$ cat config.mk
export PLATFORM = sky130hd
export DESIGN_NAME = i2c_slave_regfile
export DESIGN_NICKNAME = d
export VERILOG_FILES = /design/src/rtl/i2c_pkg.sv /design/src/rtl/i2c_bus_sync.sv /design/src/rtl/i2c_slave_regfile.sv
export SDC_FILE = /design/constraint.sdc
export NUM_CORES = 1
export LEC_CHECK = 0
export ABC_AREA = 1
export CORE_MARGIN = 5
export CORE_UTILIZATION = 55
export DETAILED_ROUTE_END_ITERATION = 8
export GPL_TIMING_DRIVEN = 0
export HOLD_SLACK_MARGIN = 0.06
export PLACE_DENSITY_LB_ADDON = 0.08
export SLEW_MARGIN = 20
export SYNTH_ARGS = -nofsm -noshare
export SYNTH_HDL_FRONTEND = slang
export SYNTH_SLANG_ARGS = --single-unit
$ cat constraint.sdc
create_clock -name sys_clk -period 7.11 [get_ports sys_clk]
set_input_delay 1.7775 -clock sys_clk [delete_from_list [all_inputs] [get_ports sys_clk]]
set_output_delay 1.7775 -clock sys_clk [all_outputs]
set_load 0.005 [all_outputs]
$ cat src/rtl/i2c_pkg.sv
// Shared I2C definitions: responder FSM states and bus-level constants.
package i2c_pkg;

    typedef enum logic [3:0] {
        StIdle,
        StAddr,
        StAddrAck,
        StPtr,
        StPtrAck,
        StWdata,
        StWdataAck,
        StRdata,
        StRackSample,
        StWaitStop
    } i2c_state_e;

    localparam logic I2C_ACK  = 1'b0;
    localparam logic I2C_NACK = 1'b1;

    localparam logic RW_WRITE = 1'b0;
    localparam logic RW_READ  = 1'b1;

endpackage

$ cat src/rtl/i2c_bus_sync.sv
// Synchronises the raw SCL/SDA pins and derives bus events from the
// synchronised levels.
module i2c_bus_sync (
    input  logic sys_clk,
    input  logic rst,
    input  logic scl_in,
    input  logic sda_in,
    output logic scl_rise,
    output logic scl_fall,
    output logic start_det,
    output logic stop_det,
    output logic sda_s
);

    // [0] metastability stage, [1] synchronised level, [2] previous synchronised level
    logic [2:0] scl_q, scl_d;
    logic [2:0] sda_q, sda_d;

    // Shift pin levels through the synchroniser and edge-history stages.
    always_comb begin
        scl_d = {scl_q[1:0], scl_in};
        sda_d = {sda_q[1:0], sda_in};
    end

    // Reset to the idle-bus level so no spurious edge appears after reset.
    always_ff @(posedge sys_clk or posedge rst) begin
        if (rst) begin
            scl_q <= 3'b111;
            sda_q <= 3'b111;
        end else begin
            scl_q <= scl_d;
            sda_q <= sda_d;
        end
    end

    assign scl_rise  = scl_q[1] & ~scl_q[2];
    assign scl_fall  = ~scl_q[1] & scl_q[2];
    assign start_det = scl_q[1] & scl_q[2] & ~sda_q[1] & sda_q[2];
    assign stop_det  = scl_q[1] & scl_q[2] & sda_q[1] & ~sda_q[2];
    assign sda_s     = sda_q[1];

endmodule

$ cat src/rtl/i2c_slave_regfile.sv
// I2C responder with a byte-addressed register file, pointer auto-increment
// and a local-side write port.
module i2c_slave_regfile
    import i2c_pkg::*;
#(
    parameter logic [6:0]  DEV_ADDR = 7'h50,
    parameter int unsigned DEPTH    = 16,
    localparam int unsigned PW      = $clog2(DEPTH)
) (
    input  logic          sys_clk,
    input  logic          rst,
    input  logic          scl_in,
    input  logic          sda_in,
    output logic          sda_oe,
    input  logic          loc_we,
    input  logic [PW-1:0] loc_idx,
    input  logic [7:0]    loc_wdata,
    output logic          wr_strobe,
    output logic [PW-1:0] wr_idx,
    output logic [7:0]    wr_data,
    output logic          busy
);

    logic scl_rise, scl_fall, start_det, stop_det, sda_s;

    i2c_bus_sync u_sync (
        .sys_clk   (sys_clk),
        .rst       (rst),
        .scl_in    (scl_in),
        .sda_in    (sda_in),
        .scl_rise  (scl_rise),
        .scl_fall  (scl_fall),
        .start_det (start_det),
        .stop_det  (stop_det),
        .sda_s     (sda_s)
    );

    i2c_state_e    state_q, state_d;
    logic [3:0]    bit_cnt_q, bit_cnt_d;
    logic [7:0]    shift_q, shift_d;
    logic [PW-1:0] ptr_q, ptr_d;
    logic          rw_q, rw_d;
    logic          sda_oe_q, sda_oe_d;
    logic          busy_q, busy_d;
    logic          wr_strobe_q, wr_strobe_d;
    logic [PW-1:0] wr_idx_q, wr_idx_d;
    logic [7:0]    wr_data_q, wr_data_d;
    logic [7:0]    regs_q [DEPTH];
    logic [7:0]    regs_d [DEPTH];
    logic          bus_we;
    logic [7:0]    rd_byte;

    assign rd_byte = regs_q[ptr_q];

    // Protocol FSM. In ACK states bit_cnt 8 means "ACK not yet driven" and
    // 9 means "ACK on the bus"; in RACK_SAMPLE 9 means "master ACKed".
    always_comb begin
        state_d     = state_q;
        bit_cnt_d   = bit_cnt_q;
        shift_d     = shift_q;
        ptr_d       = ptr_q;
        rw_d        = rw_q;
        sda_oe_d    = sda_oe_q;
        busy_d      = busy_q;
        wr_strobe_d = 1'b0;
        wr_idx_d    = wr_idx_q;
        wr_data_d   = wr_data_q;
        bus_we      = 1'b0;

        if (stop_det) begin
            state_d  = StIdle;
            sda_oe_d = 1'b0;
            busy_d   = 1'b0;
        end else if (start_det) begin
            state_d   = StAddr;
            bit_cnt_d = 4'd0;
            sda_oe_d  = 1'b0;
            busy_d    = 1'b1;
        end else begin
            unique case (state_q)
                StIdle, StWaitStop: begin
                end
                StAddr, StPtr, StWdata: begin
                    if (scl_rise) begin
                        shift_d   = {shift_q[6:0], sda_s};
                        bit_cnt_d = bit_cnt_q + 4'd1;
                        if (bit_cnt_q == 4'd7) begin
                            if (state_q == StAddr) begin
                                rw_d    = shift_d[0];
                                state_d = (shift_d[7:1] == DEV_ADDR) ? StAddrAck : StWaitStop;
                            end else if (state_q == StPtr) begin
                                state_d = StPtrAck;
                            end else begin
                                state_d = StWdataAck;
                            end
                        end
                    end
                end
                StAddrAck, StPtrAck, StWdataAck: begin
                    if (scl_fall) begin
                        if (bit_cnt_q == 4'd8) begin
                            sda_oe_d  = 1'b1;
                            bit_cnt_d = 4'd9;
                            if (state_q == StPtrAck) begin
                                ptr_d = shift_q[PW-1:0];
                            end else if (state_q == StWdataAck) begin
                                bus_we      = 1'b1;
                                wr_strobe_d = 1'b1;
                                wr_idx_d    = ptr_q;
                                wr_data_d   = shift_q;
                                ptr_d       = ptr_q + PW'(1);
                            end
                        end else begin
                            sda_oe_d  = 1'b0;
                            bit_cnt_d = 4'd0;
                            if (state_q == StAddrAck && rw_q == RW_READ) begin
                                // First read bit goes out on this same falling edge.
                                shift_d  = rd_byte;
                                ptr_d    = ptr_q + PW'(1);
                                sda_oe_d = ~rd_byte[7];
                                state_d  = StRdata;
                            end else if (state_q == StAddrAck) begin
                                state_d = StPtr;
                            end else begin
                                state_d = StWdata;
                            end
                        end
                    end
                end
                StRdata: begin
                    if (scl_rise) begin
                        bit_cnt_d = bit_cnt_q + 4'd1;
                    end else if (scl_fall) begin
                        if (bit_cnt_q == 4'd8) begin
                            sda_oe_d = 1'b0;
                            state_d  = StRackSample;
                        end else begin
                            shift_d  = {shift_q[6:0], 1'b0};
                            sda_oe_d = ~shift_q[6];
                        end
                    end
                end
                StRackSample: begin
                    if (scl_rise) begin
                        if (sda_s == I2C_ACK) begin
                            bit_cnt_d = 4'd9;
                        end else begin
                            state_d = StWaitStop;
                        end
                    end else if (scl_fall && bit_cnt_q == 4'd9) begin
                        shift_d   = rd_byte;
                        ptr_d     = ptr_q + PW'(1);
                        sda_oe_d  = ~rd_byte[7];
                        bit_cnt_d = 4'd0;
                        state_d   = StRdata;
                    end
                end
                default: state_d = StIdle;
            endcase
        end
    end

    // Register file update; the bus write is applied last so it wins a collision.
    always_comb begin
        regs_d = regs_q;
        if (loc_we) begin
            regs_d[loc_idx] = loc_wdata;
        end
        if (bus_we) begin
            regs_d[ptr_q] = shift_q;
        end
    end

    // State and register-file flops.
    always_ff @(posedge sys_clk or posedge rst) begin
        if (rst) begin
            state_q     <= StIdle;
            bit_cnt_q   <= 4'd0;
            shift_q     <= 8'h00;
            ptr_q       <= '0;
            rw_q        <= RW_WRITE;
            sda_oe_q    <= 1'b0;
            busy_q      <= 1'b0;
            wr_strobe_q <= 1'b0;
            wr_idx_q    <= '0;
            wr_data_q   <= 8'h00;
            regs_q      <= '{default: 8'h00};
        end else begin
            state_q     <= state_d;
            bit_cnt_q   <= bit_cnt_d;
            shift_q     <= shift_d;
            ptr_q       <= ptr_d;
            rw_q        <= rw_d;
            sda_oe_q    <= sda_oe_d;
            busy_q      <= busy_d;
            wr_strobe_q <= wr_strobe_d;
            wr_idx_q    <= wr_idx_d;
            wr_data_q   <= wr_data_d;
            regs_q      <= regs_d;
        end
    end

    assign sda_oe    = sda_oe_q;
    assign busy      = busy_q;
    assign wr_strobe = wr_strobe_q;
    assign wr_idx    = wr_idx_q;
    assign wr_data   = wr_data_q;

endmodule
==> flow_summary.yaml <==
power_and_ir_drop:
  p_leak_nw: 5.626
  power_w: 0.004171
  combPwrFrac: 0.445
  internal_power_w: 0.002284
  p_sw_frac: 0.4524
  switchingPower_w: 0.001887
  p_per_area_nw_per_um2: 374.0
  p_seq_frac: 0.322
  power_frac_clock: 0.233
  irDropWorstVdd_mv: 0.2424
placed_design:
  dpl_cell_area_um2: 10550
  gp_congestion: 0.9659
  io_buffers: 23
  dpl.hpwl_mm: 22.85
  post-place-cells: 1664
layout:
  area_growth_pct: 11.58
  diodes: 0
  final_common_cell: "nand2_1"
  multi_input_area_um2: 4865
  fill_cells: 1702
  final_nets: 1478
  regArea_um2: 4262
  layout_common_cells: "460 x nand2_1, 183 x o21ai_0, 164 x dfrtp_1"
  fin_cells: 1696
  drive_gt1_frac: 0.09339
  stdcell_area_um2: 11150
hold_path:
  worstHoldStart: "u_sync.scl_q[0]"
  hold_end: "u_sync.scl_q[1]"
  min_delay_path_depth: 0
  hold_path_class: "register to register"
synthesis:
  synth_top_area_cell: "dfrtp_1"
  ys_seq_area_frac: 0.4263
  syn_avg_cell_area_um2: 7.084
  synth_cell_types: 35
  yosysWarningCount: 0
  yosys.area.top_type_share: 0.4106
  synth_flop_cell: "dfrtp_1"
  synth_edf_count: 0
  synth_area_leaders: "dfrtp_1 41%, nand2_1 17%, o21ai_0 9.2%"
  netlist_instances: 1411
  synth-seq-cells: 170
  mappedNetlistArea_um2: 9996
  synthArstFlopShare: 1.000
  synth_nets: 1435
cts:
  cts-root-buf: "clkbuf_16"
  clk_path_buf_depth: 2
  cts_resized: 0
  post_cts_buffers: 0
  numCtsBuffers: 17
  cts_tree: "yes"
  clock_latency_ns: 0.44
  clk_pin_slew_ns: 0.07
  cts_max_level: 4
  hold_buffers: 0
  cts.sinks: 170
worst_setup_path:
  cp-start-kind: "input port"
  timing.critical_path.to_type: "register"
  critical_path_buf_inv_count: 4
  crit_chain: "clkdlybuf4s50_1 > inv_1 > nor2_1 > inv_1 > nor2_1 > clkbuf_1 > nand2_1 > o21ai_0 > nand2_1 > o21ai_1"
  ff2ff_path_depth: 10
  worst-path-max-fanout: 10
  cpPeakStageDelay_ns: 0.51
  rr_startpoint: "ptr_q[0]"
  cp.required_ns: 7.47
  crit_slowest_cell: "clkdlybuf4s50_1"
  cp.arrival_ns: 3.83
  rrSetupSlack_ns: 4.61
  timing.rr.end: "regs_q[110]"
  crit_family: "buffers and inverters"
  path_class: "input port to register"
timing:
  grt_setup_unrepaired: "no"
  finalCritPeriodShare: 0.4875
  setup_viol: 0
  finalSetupTns_ns: 0
  max-slew-margin-rel: 0.3083
  fmax_mhz: 288.5
  hold_violations: 0
  finalClockSkew_ns: 0.01101
  slew_viol_final: 0
  worstMarginPinSlew_ns: 1.038
  layout_min_cycle_time_ns: 3.466
floorplanning:
  rows: 49
  initial_core_util: 0.5584
  fp.dieH_um: 144.8
  core_area_um2: 17900
  io_pins: 32
  dieWidth_um: 144.8
  dieArea_um2: 20970
global_route:
  track_usage: 0.3290
  grt_pass1_wl_mm: 51.90
  grt_pass1_vias: 9101
  grt-ovfl-total: 0
  antenna_found_initial: 0
  grt_start_max_net_pins: 93
run_status:
  status: "finished clean"
drt:
  vias: 9705
  drt_iter0_drc: 1001
  totalWireLength_mm: 33.26
  post_drt_wl_per_cell_um: 19.61
  postRouteAntennaNets: 0
  vias_per_cell: 5.722
  drc: 0
  firstDrtPassIters: 6
flow_run:
  maxCapViolations: 0
==> worst max-delay path by stage <==
| stage | startpoint | slack (ns) | cells after the start | endpoint |
|---|---|---|---|---|
| after floorplan | rst | 0.74 | 1 | bit_cnt_q[0] |
| after CTS | loc_we | 3.71 | 9 | regs_q[71] |
| after global placement | rst | -1.71 | 2 | shift_q[2] |
| after detailed placement | loc_we | 3.26 | 9 | regs_q[71] |
| after global routing | loc_idx[0] | 3.47 | 9 | regs_q[38] |
| final | loc_idx[2] | 3.64 | 10 | regs_q[71] |
==> cell type report <==
type,instances,area share
multi-input combinational,1037,0.4362
timing repair buffer,24,0.02311
tap,229,0.02569
clock buffer,20,0.04184
buffer,75,0.03444
sequential,170,0.3821
inverter,129,0.04420
clock inverter,12,0.01245
==> through the flow <==
| step | util | setup slack, ns | hold slack [ns] |
|---|---|---|---|
| final | 0.6230 | 3.644 | 0.3562 |
| after global routing | 0.6230 | 3.469 | 0.3689 |
| after detailed placement | 0.5892 | 3.257 | 0.3473 |
| after floorplan | - | 0.7390 | 0.3452 |
| after CTS | 0.6230 | 3.706 | 0.3566 |
| after global placement | 0.5872 | -1.710 | 0.3464 |
==> logic make-up (layout without fill, tap and decap cells) <==
kind of cell               count (synthesis)  in the layout  synth area share
AOI/OAI and AO/OA                        341            341            0.1784
xor gates and xnor gates                   2              2          0.001753
adders and majority gates                  7              7          0.008762
buffers and inverters                    204            260           0.08699
DFF                                      170            170            0.4263
muxes                                     20             20           0.02253
and+or+nand+nor                          667            667            0.2753
==> per-layer routing <==
metal / wire length (um) / GRT usage / vias up / share of wire
li1: - / - / 4630 / -
met5: 0 / 0 / - / 0
met4: 1159 / 0.1232 / 0 / 0.035
met2: 14040 / 0.4777 / 458 / 0.42
met3: 3104 / 0.05981 / 83 / 0.093
met1: 14950 / 0.4907 / 4534 / 0.45
==> registers in the layout, indices dropped and copies added (netlist names), 3 cells and up <==
signal        count
regs_q          128
shift_q           8
ptr_q             4
bit_cnt_q         4
state_q           4
u_sync.sda_q      3
u_sync.scl_q      3
wr_idx            4
wr_data           8
==> worst reg2reg max path, cell delays in order, from the launching register on <==
cell and delay [ns]:
dfrtp_1 0.40, buf_2 0.22, clkinv_1 0.18, clkbuf_1 0.49, ha_1 0.24, inv_1 0.06, nor2_4 0.23, nand2_2 0.18
buf_2 0.23, nand2_1 0.07, o21ai_1 0.06
==> synth_stat cells, types with 3 or more instances <==
library cell / count
dfstp_2: 6
nand2_2: 17
inv_2: 5
nor3_1: 4
o211ai_1: 25
a31oi_1: 3
inv_1: 118
nor2_4: 5
buf_1: 7
o21ai_0: 183
nor2_1: 116
nand3_1: 41
o21ai_1: 114
nand2_4: 4
nand4_1: 7
clkinv_1: 5
a21oi_1: 12
clkbuf_1: 36
dfrtp_1: 164
buf_6: 10
mux2_2: 20
buf_2: 21
nand2_1: 460
nor2_2: 8
ha_1: 7
==> power by group through the flow <==
stage | clock [W] | sequential (W) | combinational [W]
finish | 0.000974 | 0.00134 | 0.00185
global route | 0.00102 | 0.00137 | 0.00205
CTS | 0.000972 | 0.00134 | 0.00180
detailed placement | 0 | 0.00135 | 0.00179
global placement | 0 | 0.00135 | 0.00177
floorplan | 0 | 0.00131 | 0.00122
Note: power is estimated with default switching activity, not from simulation.
